--- src/rtl/mac_pe_row.sv ---
// Weight-stationary row of NUM_PE MAC cells: weights shift in once and then stay put,
// activations ripple west->east one PE per cycle, and each PE adds to a partial sum from above.
module mac_pe_row #(
    parameter int unsigned BIT_WIDTH = 8,
    parameter int unsigned ACC_WIDTH = 32,
    parameter int unsigned NUM_PE    = 4
) (
    input  logic                          clk,
    input  logic                          reset,
    input  logic                          mode_signed,
    input  logic                          sat_en,
    input  logic                          clr_ovf,
    input  logic                          wt_load_valid,
    input  logic [BIT_WIDTH-1:0]          wt_load_data,
    output logic                          wt_load_ready,
    output logic                          wt_loaded,
    input  logic                          data_in_valid,
    input  logic [BIT_WIDTH-1:0]          data_in,
    input  logic [NUM_PE*ACC_WIDTH-1:0]   acc_in,
    output logic [NUM_PE*ACC_WIDTH-1:0]   acc_out,
    output logic [NUM_PE-1:0]             acc_out_valid,
    output logic [BIT_WIDTH-1:0]          data_out,
    output logic                          data_out_valid,
    output logic                          ovf_flag
);

    localparam int unsigned PROD_W = 2 * BIT_WIDTH;
    localparam int unsigned EXT_W  = ACC_WIDTH + 1 - PROD_W;
    localparam int unsigned CNT_W  = $clog2(NUM_PE + 1);

    typedef enum logic [1:0] {
        ST_IDLE  = 2'd0,
        ST_LOAD  = 2'd1,
        ST_READY = 2'd2
    } state_e;

    state_e                               state_q, state_d;
    logic [CNT_W-1:0]                     cnt_q, cnt_d;
    logic                                 mode_q, mode_d;
    logic                                 wt_accept;

    logic [NUM_PE-1:0][BIT_WIDTH-1:0]     w_q;
    logic [NUM_PE-1:0][BIT_WIDTH-1:0]     a_q;
    logic [NUM_PE-1:0][BIT_WIDTH-1:0]     a_at;
    logic [NUM_PE-1:0]                    v_q;
    logic [NUM_PE-1:0]                    v_at;
    logic [NUM_PE-1:0][ACC_WIDTH-1:0]     acc_q;
    logic [NUM_PE-1:0][ACC_WIDTH-1:0]     res_vec;
    logic [NUM_PE-1:0]                    ovf_vec;
    logic [NUM_PE-1:0]                    vld_q;
    logic [BIT_WIDTH-1:0]                 dout_q;
    logic                                 dout_vld_q;
    logic                                 ovf_q;

    // Weights may only be replaced once no activation is in flight anywhere in the row.
    assign wt_load_ready = reset && ((state_q != ST_READY) || (!(|v_q) && !data_in_valid));
    assign wt_accept     = wt_load_valid && wt_load_ready;
    assign wt_loaded     = (state_q == ST_READY);

    // Operand seen by PE k this cycle: PE0 takes the port directly, later PEs the previous stage.
    assign a_at = {a_q[NUM_PE-2:0], data_in};
    assign v_at = {v_q[NUM_PE-2:0], data_in_valid & wt_loaded};

    always_ff @(posedge clk) begin
        if (!reset) begin
            state_q <= ST_IDLE;
            cnt_q   <= '0;
            mode_q  <= 1'b0;
        end else begin
            state_q <= state_d;
            cnt_q   <= cnt_d;
            mode_q  <= mode_d;
        end
    end

    always_comb begin
        state_d = state_q;
        cnt_d   = cnt_q;
        mode_d  = mode_q;
        if (wt_accept) begin
            case (state_q)
                ST_IDLE, ST_READY: begin
                    state_d = ST_LOAD;
                    cnt_d   = CNT_W'(1);
                    mode_d  = mode_signed;
                end
                ST_LOAD: begin
                    cnt_d = cnt_q + CNT_W'(1);
                    if (cnt_q == CNT_W'(NUM_PE - 1)) begin
                        state_d = ST_READY;
                    end
                end
                default: begin
                    state_d = ST_IDLE;
                    cnt_d   = '0;
                end
            endcase
        end
    end

    for (genvar k = 0; k < NUM_PE; k++) begin : g_pe
        logic signed [PROD_W-1:0]  prod_s;
        logic [PROD_W-1:0]         prod_u;
        logic [ACC_WIDTH-1:0]      acc_k;
        logic [ACC_WIDTH:0]        sum;
        logic [ACC_WIDTH-1:0]      sat_val;
        logic [ACC_WIDTH-1:0]      res;
        logic                      ovf;

        assign acc_k  = acc_in[k*ACC_WIDTH +: ACC_WIDTH];
        assign prod_s = PROD_W'($signed(a_at[k])) * PROD_W'($signed(w_q[k]));
        assign prod_u = PROD_W'(a_at[k]) * PROD_W'(w_q[k]);

        // One extra sum bit exposes overflow in either signedness.
        always_comb begin
            sum     = '0;
            ovf     = 1'b0;
            sat_val = '0;
            if (mode_q) begin
                sum     = {{EXT_W{prod_s[PROD_W-1]}}, prod_s} + {acc_k[ACC_WIDTH-1], acc_k};
                ovf     = sum[ACC_WIDTH] ^ sum[ACC_WIDTH-1];
                sat_val = sum[ACC_WIDTH] ? {1'b1, {(ACC_WIDTH-1){1'b0}}}
                                         : {1'b0, {(ACC_WIDTH-1){1'b1}}};
            end else begin
                sum     = {{EXT_W{1'b0}}, prod_u} + {1'b0, acc_k};
                ovf     = sum[ACC_WIDTH];
                sat_val = '1;
            end
            res = (ovf && sat_en) ? sat_val : sum[ACC_WIDTH-1:0];
        end

        assign res_vec[k] = res;
        assign ovf_vec[k] = ovf;
    end

    always_ff @(posedge clk) begin
        if (!reset) begin
            w_q        <= '0;
            a_q        <= '0;
            v_q        <= '0;
            acc_q      <= '0;
            vld_q      <= '0;
            dout_q     <= '0;
            dout_vld_q <= 1'b0;
            ovf_q      <= 1'b0;
        end else begin
            if (wt_accept) begin
                w_q <= {w_q[NUM_PE-2:0], wt_load_data};
            end
            a_q   <= a_at;
            v_q   <= v_at;
            vld_q <= v_at;
            for (int k = 0; k < NUM_PE; k++) begin
                if (v_at[k]) begin
                    acc_q[k] <= res_vec[k];
                end
            end
            if (v_q[NUM_PE-1]) begin
                dout_q <= a_q[NUM_PE-1];
            end
            dout_vld_q <= v_q[NUM_PE-1];
            // A fresh overflow outranks a same-cycle clear.
            ovf_q <= (|(ovf_vec & v_at)) | (ovf_q & ~clr_ovf);
        end
    end

    assign acc_out        = acc_q;
    assign acc_out_valid  = vld_q;
    assign data_out       = dout_q;
    assign data_out_valid = dout_vld_q;
    assign ovf_flag       = ovf_q;

endmodule

--- config.mk ---
export PLATFORM = sky130hd
export DESIGN_NAME = mac_pe_row
export DESIGN_NICKNAME = d
export VERILOG_FILES = /design/src/rtl/mac_pe_row.sv
export SDC_FILE = /design/constraint.sdc
export NUM_CORES = 2
export LEC_CHECK = 0
export BUFFER_PORTS_ARGS = -buffer_cell sky130_fd_sc_hd__buf_2
export CAP_MARGIN = 20
export CORE_MARGIN = 2
export CORE_UTILIZATION = 30
export CTS_BUF_LIST = sky130_fd_sc_hd__clkbuf_16
export CTS_CLUSTER_SIZE = 24
export DETAILED_ROUTE_END_ITERATION = 16
export HOLD_SLACK_MARGIN = 0.06
export PLACE_DENSITY_LB_ADDON = 0.3
export SYNTH_ARGS = -nofsm -noshare
export SYNTH_HDL_FRONTEND = slang
export SYNTH_SLANG_ARGS = --single-unit
--- constraint.sdc ---
create_clock -name clk -period 7.1 [get_ports clk]
set_input_delay 1.42 -clock clk [delete_from_list [all_inputs] [get_ports clk]]
set_output_delay 1.42 -clock clk [all_outputs]
set_load 0.05 [all_outputs]
==> results.yml <==
run_status:
  status: "finished clean"
pwr:
  swShare_pct: 44.3
  p_seq_share_pct: 18.9
  p_int_w: 0.00367
  combPwrFrac_pct: 57.0
  powerDensity_nw_per_um2: 149
  switching_power_w: 0.00291
  leakagePower_nw: 22.4
  ir_worst_vdd_uv: 171
  p_clk_share_pct: 24.0
setup_path:
  critical_path.startpoint_type: "register"
  rr_worst_depth: 21
  path_class: "register to register"
  end_kind: "register"
  cp_data_required_time_ns: 7.59
  rr_endpoint: "acc_out[55]"
  arrival_ns: 7.29
  r2r-start: "a_at[15]"
  crit_fanout: 17
  rrSetupSlack_ns: 0.30
cells_and_area:
  multi_input_area_um2: 31000
  fin_nets: 5819
  synthToLayoutAreaGrowth_pct: 13.5
  drive_gt1_share_pct: 12.9
  seq_area_um2: 4250
  num-fill-cells: 13400
  instances_no_fill: 6374
yosys:
  synth.yosys.warnings: 0
  seq_area_frac_synth_pct: 10.9
  synth_area_per_cell_um2: 9.06
  syn-cell-area_um2: 38900
  ys.flop_type: "dfxtp_1"
  async_flop_share_pct: 0
  syn_nets: 5510
  synth_area_leaders: "fa_1 35%, ha_1 12%, dfxtp_1 11%"
  synthDistinctLibCells: 102
  synthCells: 4293
  ys_top_cells_by_count: "785 x inv_1, 680 x fa_1, 386 x ha_1"
  synth_top_area_cell: "fa_1"
  synth_edf_count: 0
  netlist.area_leader.share_pct: 35.0
  yosysMostFrequentCell: "inv_1"
  postSynthRegisterBits: 212
place:
  finalWeightedCongestion: 0.861
  placed_cells: 6312
  numPortBuffers: 294
  post-place-ws_ns: -0.224
  hpwl_um: 99100
detailed_routing:
  finalWirelength_um: 117000
  num_vias: 30200
  vias_per_cell: 4.74
  drt_pass1_iterations: 5
  drc: 0
  postRouteAntennaNets: 0
  drt_iter0_markers: 1655
  wire_per_inst_um: 18.3
clocking:
  cts_inserted_buffers: 29
  cts_root_buffer: "clkbuf_16"
  cts_tree: "done"
  clkSlewWorstSetupHoldPaths_ns: 0.06
  worstSkewPairLatency_ns: 0.60
  clock-sinks: 212
  post_cts_buffers: 0
  clk_path_buf_depth: 3
  cts-htree-levels: 1
grt:
  grt_pass1_vias: 31800
  grtUsageTotal_pct: 17.8
  busiest_layer: "met2"
  grt_pass1_wl_um: 183000
  grt-ovfl-total: 0
  gr-usage-met3_pct: 2.83
  grt_max_degree: 125
  antenna_found_initial: 27
  grt.met2_usage_pct: 30.6
  grt_use_met1_pct: 23.6
die:
  num_rows: 132
  core-area_um2: 129000
  die_h_um: 364
  num_io_pins: 295
  start_util_pct: 30.1
  die-area_um2: 132000
  die_w_um: 364
timing:
  slew_headroom_pct: 37.1
  timing.fmax_mhz: 147
  worstMarginPinSlew_ns: 0.944
  finClkSkew_ns: 0.0207
  layout_setup_ws_ns: 0.301
  final_max_slew_viol_count: 0
  setup_viol: 0
  rsz0062_at_grt: "no"
  fin_crit_sh_pct: 95.8
  finalHoldViolCount: 0
  finalCriticalPeriod_ns: 6.80
hold_path:
  worstHoldPathType: "register to register"
  min_path_cells: 2
  min_from: "cnt_q[1]"
  hold_end: "cnt_q[1]"
run:
  cap_violations: 0
## power groups by stage
stage | logic (W) | clock network, W | registers [W]
after floorplan | 0.00272 | 0 | 0.00124
after global placement | 0.00373 | 0 | 0.00127
after detailed placement | 0.00374 | 0 | 0.00127
after CTS | 0.00377 | 0.00164 | 0.00125
after global routing | 0.00422 | 0.00169 | 0.00125
final | 0.00375 | 0.00158 | 0.00125
## metrics by stage
stage	total power [W]	setup TNS [ns]	cell area (um^2)	utilization (%)	hold WS (ns)
5_1_grt	0.00716	0	44100	34.2	0.490
6_report	0.00658	0	44100	34.2	0.462
4_1_cts	0.00666	0	44100	34.2	0.460
3_3_place_gp	0.00500	-3.45	43100	33.4	0.444
2_1_floorplan	0.00396	0	38900	-	0.436
3_5_place_dp	0.00501	-4.19	43100	33.4	0.452
## routing by layer
metal  part of all wire (%)  vias to the layer above
met4                    1.9                       26
li1                       -                    14400
met1                     44                    15100
met3                    5.4                      110
met2                     49                      535
met5                   0.15                        -
## sequential cells by signal, summed over array words and instances (netlist names)
name	count
acc_out	128
w_q	32
a_at	24
a_q	8
data_out	8
acc_out_valid	4
cnt_q	3
state_q	2
data_out_valid	1
mode_q	1
ovf_flag	1
## critical path, cell delays in order, from the launching register on
cell and delay (ns):
dfxtp_1 0.44, and2_1 0.25, inv_1 0.63, buf_4 0.30, fa_1 0.46, fa_1 0.50
fa_1 0.56, inv_1 0.05, fa_1 0.44, ha_1 0.29, ha_1 0.39, nand3_1 0.15
or3_1 0.43, o221ai_1 0.26, or2_1 0.16, o31ai_1 0.09, nor4_1 0.42, and2_4 0.24
o21ai_4 0.06, buf_12 0.18, o2bb2ai_1 0.12, a31o_2 0.21
## timing repair
action / CTS / global route
endpoints found under the setup margin: 0 / 12
gates resized for setup: 0 / 1
hold buffers: 0 / 0
endpoints found under the hold margin: 0 / 0
## layout by cell type, fill, tap and decap left out, types with 7 or more instances in the layout
cell         n
nor3_2      16
dfxtp_1    209
nor2b_1     17
diode_2      7
xnor2_1    142
a31oi_1     32
and3_1      22
nand3_1     50
o21ai_1     16
nor3_1      32
buf_4      126
buf_2      293
clkbuf_16   29
fa_1       680
o22ai_1     42
clkinv_1     9
a21oi_1    211
nand2_1    333
buf_12      13
a211oi_1    38
o211ai_2    27
a21oi_2     11
o211ai_1    30
o21a_1      18
o31ai_1     10
and2_1     213
nand4_1     24
a21o_1      66
xor2_1      72
inv_1      790
ha_1       386
or3_1       17
o21ai_0    200
nand2b_1    19
nor2_1     230
nor4_1      10
o21bai_1    21
mux2i_1     17
## worst max path at each step
stage          slack, ns  startpoint     endpoint  cells past startpoint
2_1_floorplan       0.02  data_in[7]  acc_out[18]                     21
3_3_place_gp       -0.18  data_in[7]     ovf_flag                     22
3_5_place_dp       -0.22  data_in[7]  acc_out[19]                     25
4_1_cts             0.27    a_at[15]     ovf_flag                     20
5_1_grt            0.003  data_in[7]     ovf_flag                     24
6_report            0.30    a_at[15]  acc_out[55]                     21
## logic make-up after synthesis
family / synth area share (%)
adders and majority gates: 47.4
and+or+nand+nor: 12.8
buffers and inverters: 9.39
AOI/OAI and AO/OA: 13.9
xor gates and xnor gates: 4.86
DFF: 10.9
muxes: 0.621
## cell type report
type                       count  area share, %
antenna                        7         0.0397
clock buffer                  29           1.65
clock inverter                25          0.633
inverter                     792           6.75
multi-input combinational   3135           70.3
sequential                   212           9.64
tap                         1742           4.94
timing repair buffer         432           6.06
Power figures use the tool's default switching activity.
